File: src/rtl/coin_input_pkg.sv
// Shared types and defaults for the coin pushbutton front end.
package coin_input_pkg;

    // Default debounce length; small so simulation stays short.
    localparam int unsigned DEFAULT_DEBOUNCE_CYCLES = 4;

    typedef enum logic [1:0] {
        IDLE,
        PRESS_WAIT,
        HELD,
        RELEASE_WAIT
    } debounce_state_t;

    typedef enum logic [1:0] {
        EV_NONE,
        EV_100,
        EV_500,
        EV_REJECT
    } coin_event_t;

endpackage

File: src/rtl/button_debouncer_module.sv
// One pushbutton channel: 2-flop synchroniser, debounce FSM and stability
// counter. 'qualified' is high during the cycle whose rising edge moves the
// channel from PRESS_WAIT into HELD, once per physical press.
module button_debouncer_module
    import coin_input_pkg::*;
#(
    parameter int unsigned DEBOUNCE_CYCLES = DEFAULT_DEBOUNCE_CYCLES
) (
    input  logic clock,
    input  logic reset,
    input  logic button_raw,
    output logic qualified
);

    localparam int unsigned CNT_W = $clog2(DEBOUNCE_CYCLES) + 1;
    localparam logic [CNT_W-1:0] CNT_MAX = CNT_W'(DEBOUNCE_CYCLES - 1);

    logic            sync1_q, sync1_d;
    logic            sync2_q, sync2_d;
    debounce_state_t state_q, state_d;
    logic [CNT_W-1:0] cnt_q, cnt_d;

    // Next-state, counter and qualification logic; only sync2_q is trusted.
    always_comb begin
        sync1_d   = button_raw;
        sync2_d   = sync1_q;
        state_d   = state_q;
        cnt_d     = cnt_q;
        qualified = 1'b0;
        case (state_q)
            IDLE: begin
                if (sync2_q) begin
                    state_d = PRESS_WAIT;
                    cnt_d   = '0;
                end
            end
            PRESS_WAIT: begin
                if (!sync2_q) begin
                    state_d = IDLE;
                    cnt_d   = '0;
                end else if (cnt_q == CNT_MAX) begin
                    state_d   = HELD;
                    cnt_d     = '0;
                    qualified = 1'b1;
                end else begin
                    cnt_d = cnt_q + CNT_W'(1);
                end
            end
            HELD: begin
                if (!sync2_q) begin
                    state_d = RELEASE_WAIT;
                    cnt_d   = '0;
                end
            end
            RELEASE_WAIT: begin
                if (sync2_q) begin
                    state_d = HELD;
                    cnt_d   = '0;
                end else if (cnt_q == CNT_MAX) begin
                    state_d = IDLE;
                    cnt_d   = '0;
                end else begin
                    cnt_d = cnt_q + CNT_W'(1);
                end
            end
            default: begin
                state_d = IDLE;
                cnt_d   = '0;
            end
        endcase
    end

    // State, counter and synchroniser registers with synchronous reset.
    always_ff @(posedge clock) begin
        if (reset) begin
            sync1_q <= 1'b0;
            sync2_q <= 1'b0;
            state_q <= IDLE;
            cnt_q   <= '0;
        end else begin
            sync1_q <= sync1_d;
            sync2_q <= sync2_d;
            state_q <= state_d;
            cnt_q   <= cnt_d;
        end
    end

endmodule

File: src/rtl/coin_input_module.sv
// Coin pushbutton front end: debounces both buttons, arbitrates same-edge
// presses (500 first, 100 deferred one cycle) and rejects coins under lockout.
module coin_input_module
    import coin_input_pkg::*;
#(
    parameter int unsigned DEBOUNCE_CYCLES = DEFAULT_DEBOUNCE_CYCLES
) (
    input  logic clock,
    input  logic reset,
    input  logic coin_100_raw,
    input  logic coin_500_raw,
    input  logic lockout,
    output logic coin_100,
    output logic coin_500,
    output logic coin_rejected
);

    logic        qual_100;
    logic        qual_500;
    coin_event_t cur_ev;
    coin_event_t pending_q, pending_d;
    logic        coin_100_q, coin_100_d;
    logic        coin_500_q, coin_500_d;
    logic        coin_rejected_q, coin_rejected_d;

    button_debouncer_module #(
        .DEBOUNCE_CYCLES(DEBOUNCE_CYCLES)
    ) u_deb_100 (
        .clock     (clock),
        .reset     (reset),
        .button_raw(coin_100_raw),
        .qualified (qual_100)
    );

    button_debouncer_module #(
        .DEBOUNCE_CYCLES(DEBOUNCE_CYCLES)
    ) u_deb_500 (
        .clock     (clock),
        .reset     (reset),
        .button_raw(coin_500_raw),
        .qualified (qual_500)
    );

    // Arbitration: lockout decides accept/reject on the qualifying edge; a
    // deferred 100 event is already decided and ignores later lockout.
    // Both channels sit in HELD while an event is pending, so no fresh
    // qualification can collide with it.
    always_comb begin
        cur_ev    = EV_NONE;
        pending_d = EV_NONE;
        if (pending_q != EV_NONE) begin
            cur_ev = pending_q;
        end else if (qual_500) begin
            cur_ev = lockout ? EV_REJECT : EV_500;
            if (qual_100) begin
                pending_d = lockout ? EV_REJECT : EV_100;
            end
        end else if (qual_100) begin
            cur_ev = lockout ? EV_REJECT : EV_100;
        end
        coin_100_d      = (cur_ev == EV_100);
        coin_500_d      = (cur_ev == EV_500);
        coin_rejected_d = (cur_ev == EV_REJECT);
    end

    // Registered one-hot output pulses and the pending event.
    always_ff @(posedge clock) begin
        if (reset) begin
            pending_q       <= EV_NONE;
            coin_100_q      <= 1'b0;
            coin_500_q      <= 1'b0;
            coin_rejected_q <= 1'b0;
        end else begin
            pending_q       <= pending_d;
            coin_100_q      <= coin_100_d;
            coin_500_q      <= coin_500_d;
            coin_rejected_q <= coin_rejected_d;
        end
    end

    assign coin_100      = coin_100_q;
    assign coin_500      = coin_500_q;
    assign coin_rejected = coin_rejected_q;

endmodule

File: config.mk
export PLATFORM = sky130hd
export DESIGN_NAME = coin_input_module
export DESIGN_NICKNAME = d
export VERILOG_FILES = /design/src/rtl/coin_input_pkg.sv /design/src/rtl/button_debouncer_module.sv /design/src/rtl/coin_input_module.sv
export SDC_FILE = /design/constraint.sdc
export NUM_CORES = 1
export LEC_CHECK = 0
export ABC_AREA = 1
export CAP_MARGIN = 25
export CORE_MARGIN = 2
export CORE_UTILIZATION = 45
export CTS_CLUSTER_SIZE = 24
export DETAILED_ROUTE_END_ITERATION = 10
export PLACE_DENSITY = 0.69
export SLEW_MARGIN = 20
export SYNTH_ARGS = -nofsm -noshare
export SYNTH_HDL_FRONTEND = slang
export SYNTH_HIERARCHICAL = 1
export SYNTH_SLANG_ARGS = --single-unit
File: constraint.sdc
create_clock -name clock -period 2.33 [get_ports clock]
set_input_delay 0.5825 -clock clock [delete_from_list [all_inputs] [get_ports clock]]
set_output_delay 0.5825 -clock clock [all_outputs]
set_load 0.01 [all_outputs]
== Word-level counts from Yosys, hierarchy flattened ==
Index checks and enable logic that the tools add are counted.
Storage, ports and cells
  bits in registers: 19
  bits in latches: 0
  bits in writable memories: 0
  memory bits (read-only): 0
  output and inout bits: 3
  word-level logic and storage cells: 79
  memories kept: 0
Cells by class
  $add $sub $neg: 2
  $mul: 0
  divide/modulo/power cells: 0
  $lt $le $gt $ge: 0
  equal/unequal tests: 19
  shift operators: 0
  multiplexer cells: 37
  bitwise gates (word level): 1
  reduce and logical (&&, ||, !) cells: 8
Operator list (number)
  $mux 2: 16
  $mux 3: 10
  $pmux 3 s4: 2
  $pmux 2 s4: 2
  $eq 2x2->1 const B: 6
  $reduce_and 4->1: 2
  $mux 1: 7
  $add 3x1->3 const B: 2
  $eq 2x1->1 const B: 3
  $eq 3x2->1 const B: 2
  $ne 3x1->1 const B: 2
  $ne 3x3->1 const B: 2
  $logic_not 2->1: 2
  $ne 2x1->1 const B: 2
  $ne 2x2->1 const B: 2
  $reduce_and 2->1: 2
  $reduce_or 3->1: 1
  $reduce_bool 2->1: 1
  $not 1->1: 1

== Logic depth before layout (Yosys ltp) ==
Gate-level depths: netlist of run 1.
  depth in word-level cells: 8
  gate-level depth with buffers: 9
  mapped depth without buffers: 9

== By module ==
Netlist of run 1, hierarchy kept.
Modules (own cells, without submodules)
  button_debouncer_module: instances 2, cells each 39, area each 304.0 µm², seq. area each 140.1 µm²
  coin_input_module: instances 1, cells each 27, area each 200.2 µm², seq. area each 100.1 µm²

== Worst setup path before layout of run 1 ==
No wires, ideal clock.
  path kind: register -> register
  start: register u_deb_500.cnt_q[0]
  end: register coin_rejected_q, in the netlist coin_rejected
  library setup time: 0.117 ns
  arrival: 1.125 ns
  required time: 2.213 ns
  slack: 1.088 ns
  stages on the path, launching flop included: 9
  cell sequence: dfxtp_1 > ha_1 > nand3_1 > nor2_1 > nand2_1 > nand3_2 > nand2_1 > nand2_1 > nor2_1
On the way
  longest elaborated chain between the ends: 7
Ends and longest elaborated chain
  start, declared: RTL line button_debouncer_module.sv:21  | logic [CNT_W-1:0] cnt_q, cnt_d;
  start signal, assigned: RTL line button_debouncer_module.sv:84  | cnt_q <= cnt_d;
  $eq 3x2->1: RTL line button_debouncer_module.sv:41  | end else if (cnt_q == CNT_MAX) begin
  $mux 1: RTL line button_debouncer_module.sv:41
  $mux 1: RTL line button_debouncer_module.sv:38  | if (!sync2_q) begin
  $mux 1: RTL line button_debouncer_module.sv:30  | case (state_q)
  named net qual_500: RTL line coin_input_module.sv:19  | logic qual_500;
  $mux 2: RTL line coin_input_module.sv:53  | end else if (qual_500) begin
  $mux 2: RTL line coin_input_module.sv:51  | if (pending_q != EV_NONE) begin
  $eq 2x2->1: RTL line coin_input_module.sv:63  | coin_rejected_d = (cur_ev == EV_REJECT);
  end signal, assigned: RTL line coin_input_module.sv:77  | coin_rejected_q <= coin_rejected_d;
  end, declared: RTL line coin_input_module.sv:24  | logic coin_rejected_q, coin_rejected_d;
The timed path passes the listed nets, and every way through them passes these cells.
A chain may end at the register's enable or synchronous reset.

== Worst setup path after layout of run 1 ==
  start: register coin_rejected_q, in the netlist coin_rejected
  end: output coin_rejected
RTL lines
  end, declared: RTL line coin_input_module.sv:15  | output logic coin_rejected
No word-level cell between the ends.

==> flow_metrics.env, run 1 <==
export IMPL_run_status="finished clean"
export IMPL_tritoncts_num_buffers=3
export IMPL_r2r_setup_slack_ns=0.91
export IMPL_yosys_warnings=6
export IMPL_die_area_sq_mm=0.002151
export IMPL_crit_path_cell_trace="clkdlybuf4s50_1"
export IMPL_final_tns_setup_ns=0
export IMPL_ir_drop_uv=295.7
export IMPL_cp_max_fo=1
export IMPL_clkSinkCount=19
export IMPL_maximum_achievable_frequency_mhz=581.9
export IMPL_timing_max_cap_violations=0
export IMPL_timing_hold_worst_path_depth=2
export IMPL_detailedPlacementHpwl_um=924.2
export IMPL_vias_per_cell=4.574
export IMPL_layout_cells_most_common_list="inv_1, dfxtp_1, nor2_1"
export IMPL_grt_overflow_total=0
export IMPL_finalWirelength_um=1189
export IMPL_whs_endpoint="u_deb_100/sync2_q"
export IMPL_initial_core_util=0.4733
export IMPL_crit_type="reg2out"
export IMPL_yosysTopAreaCellShare=0.4706
export IMPL_cts_path_max_buffers=2
export IMPL_detailed_routing_iteration_count_for_the_pre_antenna_repair_pass=4
export IMPL_ys_seq_elements=19
export IMPL_maximum_number_of_pins_on_one_net_before_global_route_repair=12
export IMPL_wire_length_of_the_first_global_routing_pass_um=2173
export IMPL_endpoint_of_the_most_critical_register_to_register_path="coin_100"
export IMPL_synth_distinct_cells=14
export IMPL_cts_root_buf="clkbuf_4"
export IMPL_final_fill_count=156
export IMPL_synth_top_cells_by_area="dfxtp_1, inv_1, nor2_1"
export IMPL_synthToLayoutAreaGrowth_pct=15.79
export IMPL_antenna_nets_post_route=0
export IMPL_worst_r2r_path_depth=9
export IMPL_critical_path_top_delay_family="buffers and inverters"
export IMPL_worst_setup_path_end_kind="output pin"
export IMPL_setup_viol=0
export IMPL_post_cts_setup_buffer_count=0
export IMPL_io_buffers=7
export IMPL_die_y_um=46.38
export IMPL_post_route_cells_drive_above_1_share=0.1724
export IMPL_max_slew_margin_rel=0.7237
export IMPL_drc_errors=0
export IMPL_num_vias=645
export IMPL_inserted_diodes=0
export IMPL_postSynthAreaPerCell_sq_um=7.698
export IMPL_worst_ep_arrival_time_ns=1.14
export IMPL_initial_antenna_violation_count=0
export IMPL_dpl_cell_count=137
export IMPL_worstMarginPinSlew_ns=0.4132
export IMPL_die_w_um=46.38
export IMPL_placeableCoreArea_sq_mm=0.001708
export IMPL_area_used_by_sequential_logic_in_the_layout_sq_um=380.4
export IMPL_rows=15
export IMPL_rsz0062_at_grt="no"
export IMPL_post_synth_instance_area_sq_um=808.3
export IMPL_layout_min_cycle_time_ns=1.719
export IMPL_io_pin_count=8
export IMPL_cp_num_buf_inv=1
export IMPL_worst_setup_hold_path_clk_slew_ns=0.10
export IMPL_globalplace_congestion=0.7946
export IMPL_worstHoldStart="u_deb_100/sync1_q"
export IMPL_leakagePower_uw=0.0004290
export IMPL_drt_first_iter_violations=12
export IMPL_critical_path_required_ns=1.75
export IMPL_mapped_nets=112
export IMPL_power_density_mw_per_mm2=557.2
export IMPL_cts_hold_repair_buffers=0
export IMPL_worst_skew_pair_late_latency_ns=0.30
export IMPL_critical_path_max_stage_delay_ns=0.52
export IMPL_post_synth_top_area_cell="dfxtp_1"
export IMPL_design_power_total_uw=521.5
export IMPL_synth_seq_area_share=0.4706
export IMPL_synth_cells=105
export IMPL_htree_num_levels=1
export IMPL_finClkSkew_ns=0.003928
export IMPL_timing_max_transition_violations_final=0
export IMPL_timing_final_crit_share=0.7376
export IMPL_number_of_global_route_vias_before_repair=562
export IMPL_hold_viol=0
export IMPL_cts_tree="built"
export IMPL_worstReg2RegStart="u_deb_500/cnt_q[0]"
export IMPL_hp_class="reg2reg"
export IMPL_cp_start_kind="flip-flop"
export IMPL_wire_per_inst_um=8.433
export IMPL_stdcell_count=141
export IMPL_cts_repair_resized=0
export IMPL_grtUsageTotal=0.1490
export IMPL_critical_path_slowest_cell="clkdlybuf4s50_1"
export IMPL_multi_input_area_sq_um=349.1
export IMPL_fin_nets=124
[worst reg2reg max path, cell delays in order, from the launching register on]
cell and delay, ns:
dfxtp_1 0.38, ha_1 0.23, nand3_1 0.15, nor2_1 0.21, inv_2 0.06, nand2_1 0.08
nand3_2 0.07, nand2_1 0.06, nand2_1 0.06, nor2_1 0.08
[synthesized netlist by cell type]
| cell type | count |
|---|---|
| nand3_1 | 5 |
| o21ai_0 | 2 |
| nand2_2 | 7 |
| nand3_2 | 3 |
| inv_2 | 2 |
| ha_1 | 2 |
| a21oi_1 | 4 |
| a21oi_2 | 5 |
| nand4_1 | 3 |
| and3_1 | 2 |
| nand2_1 | 15 |
| inv_1 | 19 |
| dfxtp_1 | 19 |
| nor2_1 | 17 |
[how the worst max path moves through the flow]
stage,cells past startpoint,from,to
4_1_cts,1,coin_100,coin_100
3_3_place_gp,3,reset,u_deb_100/state_q[0]
5_1_grt,1,coin_100,coin_100
6_report,1,coin_rejected,coin_rejected
3_5_place_dp,3,reset,u_deb_100/state_q[0]
2_1_floorplan,8,u_deb_500/cnt_q[0],coin_rejected
[layer usage]
| layer | track usage | vias up | wire, um |
|---|---|---|---|
| li1 | - | 349 | - |
| met1 | 0.1871 | 278 | 602 |
| met2 | 0.2056 | 13 | 487 |
| met3 | 0.04706 | 5 | 54 |
| met4 | 0.1200 | 0 | 45 |
| met5 | 0 | - | 0 |
[cell families after synthesis]
kind of cell | share of synthesized area
AO/OA/AOI/OAI | 0.09133
adder cells (fa/ha/maj) | 0.03095
buffers and inverters | 0.09753
flip-flops | 0.4706
AND/OR/NAND/NOR | 0.3096
[cell type report]
| type | count | share of cell area |
|---|---|---|
| Clock buffer | 4 | 0.02807 |
| Inverter | 21 | 0.08422 |
| Multi-Input combinational cell | 65 | 0.3730 |
| Sequential cell | 19 | 0.4064 |
| Tap cell | 25 | 0.03342 |
| Timing Repair Buffer | 7 | 0.07487 |
[stage by stage]
stage                     utilization  setup WS [ns]  area (sq um)  hold WS, ns
after floorplan                     -          1.088         808.3       0.3883
after global placement         0.5326         0.5937         909.6       0.3899
after detailed placement       0.5326         0.5525         909.6       0.3986
after CTS                      0.5480         0.5981         935.9       0.4156
after global routing           0.5480         0.5505         935.9       0.4298
final                          0.5480         0.6115         935.9       0.4124
[where the power goes]
group	switching, uW	internal (uW)
logic	15.3	12.0
clock network	96.3	66.7
registers	2.18	329
(Power assumes the default switching activity.)
==> run 2, diff against run 1 <==
--- a/config.mk
+++ b/config.mk
@@ -11,7 +11,7 @@
 export CORE_UTILIZATION = 45
 export CTS_CLUSTER_SIZE = 24
 export DETAILED_ROUTE_END_ITERATION = 10
-export PLACE_DENSITY = 0.69
+export PLACE_DENSITY = 0.72
 export SLEW_MARGIN = 20
 export SYNTH_ARGS = -nofsm -noshare
 export SYNTH_HDL_FRONTEND = slang
==> constraint.sdc (replaced) <==
create_clock -name clock -period 1.4 [get_ports clock]
set_input_delay 0.35 -clock clock [delete_from_list [all_inputs] [get_ports clock]]
set_output_delay 0.35 -clock clock [all_outputs]
set_load 0.01 [all_outputs]
==> flow_metrics.env, run 2 (synthesis gave the netlist of run 1 again) <==
export IMPL_cts_root_buf="clkbuf_4"
export IMPL_met1_usage=0.2043
export IMPL_busiest_layer="met1"
export IMPL_synthToLayoutAreaGrowth_pct=25.08
export IMPL_hold_viol=0
export IMPL_worst_setup_hold_path_clk_slew_ns=0.11
export IMPL_worst_ep_arrival_time_ns=1.51
export IMPL_finalWirelength_um=1375
export IMPL_drc_errors=0
export IMPL_die_w_um=46.38
export IMPL_timing_final_crit_share=0.9110
export IMPL_fin_nets=131
export IMPL_grt_util_met2=0.1833
export IMPL_timing_max_cap_violations=0
export IMPL_die_area_sq_mm=0.002151
export IMPL_layout_cells_most_common_list="inv_1, dfxtp_1, nor2_1, nand2_1"
export IMPL_placeableCoreArea_sq_mm=0.001708
export IMPL_globalplace_congestion=0.8971
export IMPL_critical_path_required_ns=1.64
export IMPL_drt_first_iter_violations=10
export IMPL_cts_path_max_buffers=2
export IMPL_number_of_global_route_vias_before_repair=531
export IMPL_crit_path_cell_trace="ha_2 > nand3_2 > nor2_2 > buf_4 > nand2_2 > nand2_1 > a21oi_2 > inv_1 > nor2_1"
export IMPL_critical_path_max_stage_delay_ns=0.34
export IMPL_hp_class="reg2reg"
export IMPL_crit_type="reg2reg"
export IMPL_initial_core_util=0.4733
export IMPL_grtUsageTotal=0.1413
export IMPL_ir_drop_uv=558.5
export IMPL_cp_start_kind="flip-flop"
export IMPL_vias_per_cell=4.588
export IMPL_critical_path_slowest_cell="dfxtp_2"
export IMPL_power_density_mw_per_mm2=865.2
export IMPL_post_route_cells_drive_above_1_share=0.2846
export IMPL_run_status="finished clean"
export IMPL_fin_worst_hold_slack_ns=0.4087
export IMPL_finClkSkew_ns=0.002666
export IMPL_final_area_sq_mm=0.001011
export IMPL_antenna_nets_post_route=0
export IMPL_layout_min_cycle_time_ns=1.275
export IMPL_initial_antenna_violation_count=0
export IMPL_num_vias=679
export IMPL_io_buffers=7
export IMPL_cts_tree="built"
export IMPL_wire_length_of_the_first_global_routing_pass_um=2159
export IMPL_timing_max_transition_violations_final=0
export IMPL_rows=15
export IMPL_commonest_non_fill_non_tap_cell_in_the_layout="inv_1"
export IMPL_tritoncts_num_buffers=3
export IMPL_dpl_cell_count=142
export IMPL_detailedPlacementHpwl_um=1034
export IMPL_wire_per_inst_um=9.291
export IMPL_postLayoutCoreUtil=0.5919
export IMPL_worst_skew_pair_late_latency_ns=0.29
export IMPL_setup_viol=0
export IMPL_maximum_achievable_frequency_mhz=784.0
export IMPL_maximum_number_of_pins_on_one_net_before_global_route_repair=11
export IMPL_final_tns_setup_ns=0
export IMPL_critical_path_top_delay_family="flip-flops"
export IMPL_htree_num_levels=1
export IMPL_inserted_diodes=0
export IMPL_post_dp_cell_area_sq_um=947.2
export IMPL_io_pin_count=8
export IMPL_detailed_routing_iteration_count_for_the_pre_antenna_repair_pass=4
export IMPL_cts_hold_repair_buffers=0
export IMPL_max_slew_margin_rel=0.8822
export IMPL_stdcell_count=148
export IMPL_leakagePower_uw=0.0004756
export IMPL_worstMarginPinSlew_ns=0.1761
export IMPL_clkSinkCount=19
export IMPL_worst_setup_path_end_kind="flip-flop"
export IMPL_die_y_um=46.38
export IMPL_globalRouteMet3Util=0.03529
export IMPL_grt_overflow_total=0
export IMPL_final_fill_count=153
export IMPL_cp_num_buf_inv=2
export IMPL_cp_max_fo=3
## run 2: changes by cell type in the layout (fill, tap and decap cells not counted), moves of 2 or more
cell	delta
dfxtp_2	+3
nand3_2	+2
buf_4	+7
nor2_1	-2
clkdlybuf4s50_1	-3
dlygate4sd2_1	+3
dfxtp_1	-3
nand3_1	-2
## run 2: worst paths after layout
check	startpoint	end	slack (ns)	cells after the start
setup / recovery	u_deb_100/cnt_q[0]	coin_100	0.12	9
hold reg to reg	u_deb_500/sync1_q	u_deb_500/sync2_q	0.41	2
hold / removal	u_deb_500/sync1_q	u_deb_500/sync2_q	0.41	2
setup reg to reg	u_deb_100/cnt_q[0]	coin_100	0.12	9
## run 2: what timing repair did
item                                    CTS  global route
buffers inserted                          0             2
endpoints found under the setup margin    3             3
pin swaps                                 0             3
resized for setup                         3             9
## run 2: per-layer routing
metal / vias to the layer above / share of wire
met5: - / 0
met4: 0 / 0.0095
met3: 2 / 0.035
met2: 10 / 0.46
met1: 306 / 0.49
li1: 361 / -
## run 2: worst min-delay path, cell delays in order (launching register included)
cell and delay [ns]:
dfxtp_1 0.31, inv_1 0.04, nor2_1 0.03
## run 2: power by group
group / internal, uW / leakage [uW] / switching, uW / total [uW]
logic: 23.8 / 0.000305 / 27.5 / 51.3
clock network: 111 / 0.0000150 / 161 / 272
registers: 548 / 0.000156 / 3.93 / 552
## run 2: metrics by stage
| step | worst slack [ns] | power, uW |
|---|---|---|
| 6_report | 0.1245 | 874.7 |
| 5_1_grt | -0.003164 | 915.9 |
| 4_1_cts | 0.04174 | 883.3 |
| 3_5_place_dp | 0.07932 | 613.6 |
| 3_3_place_gp | 0.07606 | 612.4 |
| 2_1_floorplan | 0.1580 | 588.0 |
## run 2: cell type report
class / instances / area, sq um / share of cell area
Clock buffer: 4 / 26.28 / 0.02599
Inverter: 21 / 78.83 / 0.07797
Multi-Input combinational cell: 65 / 371.6 / 0.3676
Sequential cell: 19 / 384.1 / 0.3799
Tap cell: 25 / 31.28 / 0.03094
Timing Repair Buffer: 14 / 118.9 / 0.1176
==> run 3, diff against run 2 <==
--- a/config.mk
+++ b/config.mk
@@ -6,6 +6,7 @@
 export NUM_CORES = 1
 export LEC_CHECK = 0
 export ABC_AREA = 1
+export ABC_CLOCK_PERIOD_IN_PS = 1400
 export CAP_MARGIN = 25
 export CORE_MARGIN = 2
 export CORE_UTILIZATION = 45
==> results of run 3 <==
The final DEF is identical to that of run 2; final timing and power are the same.
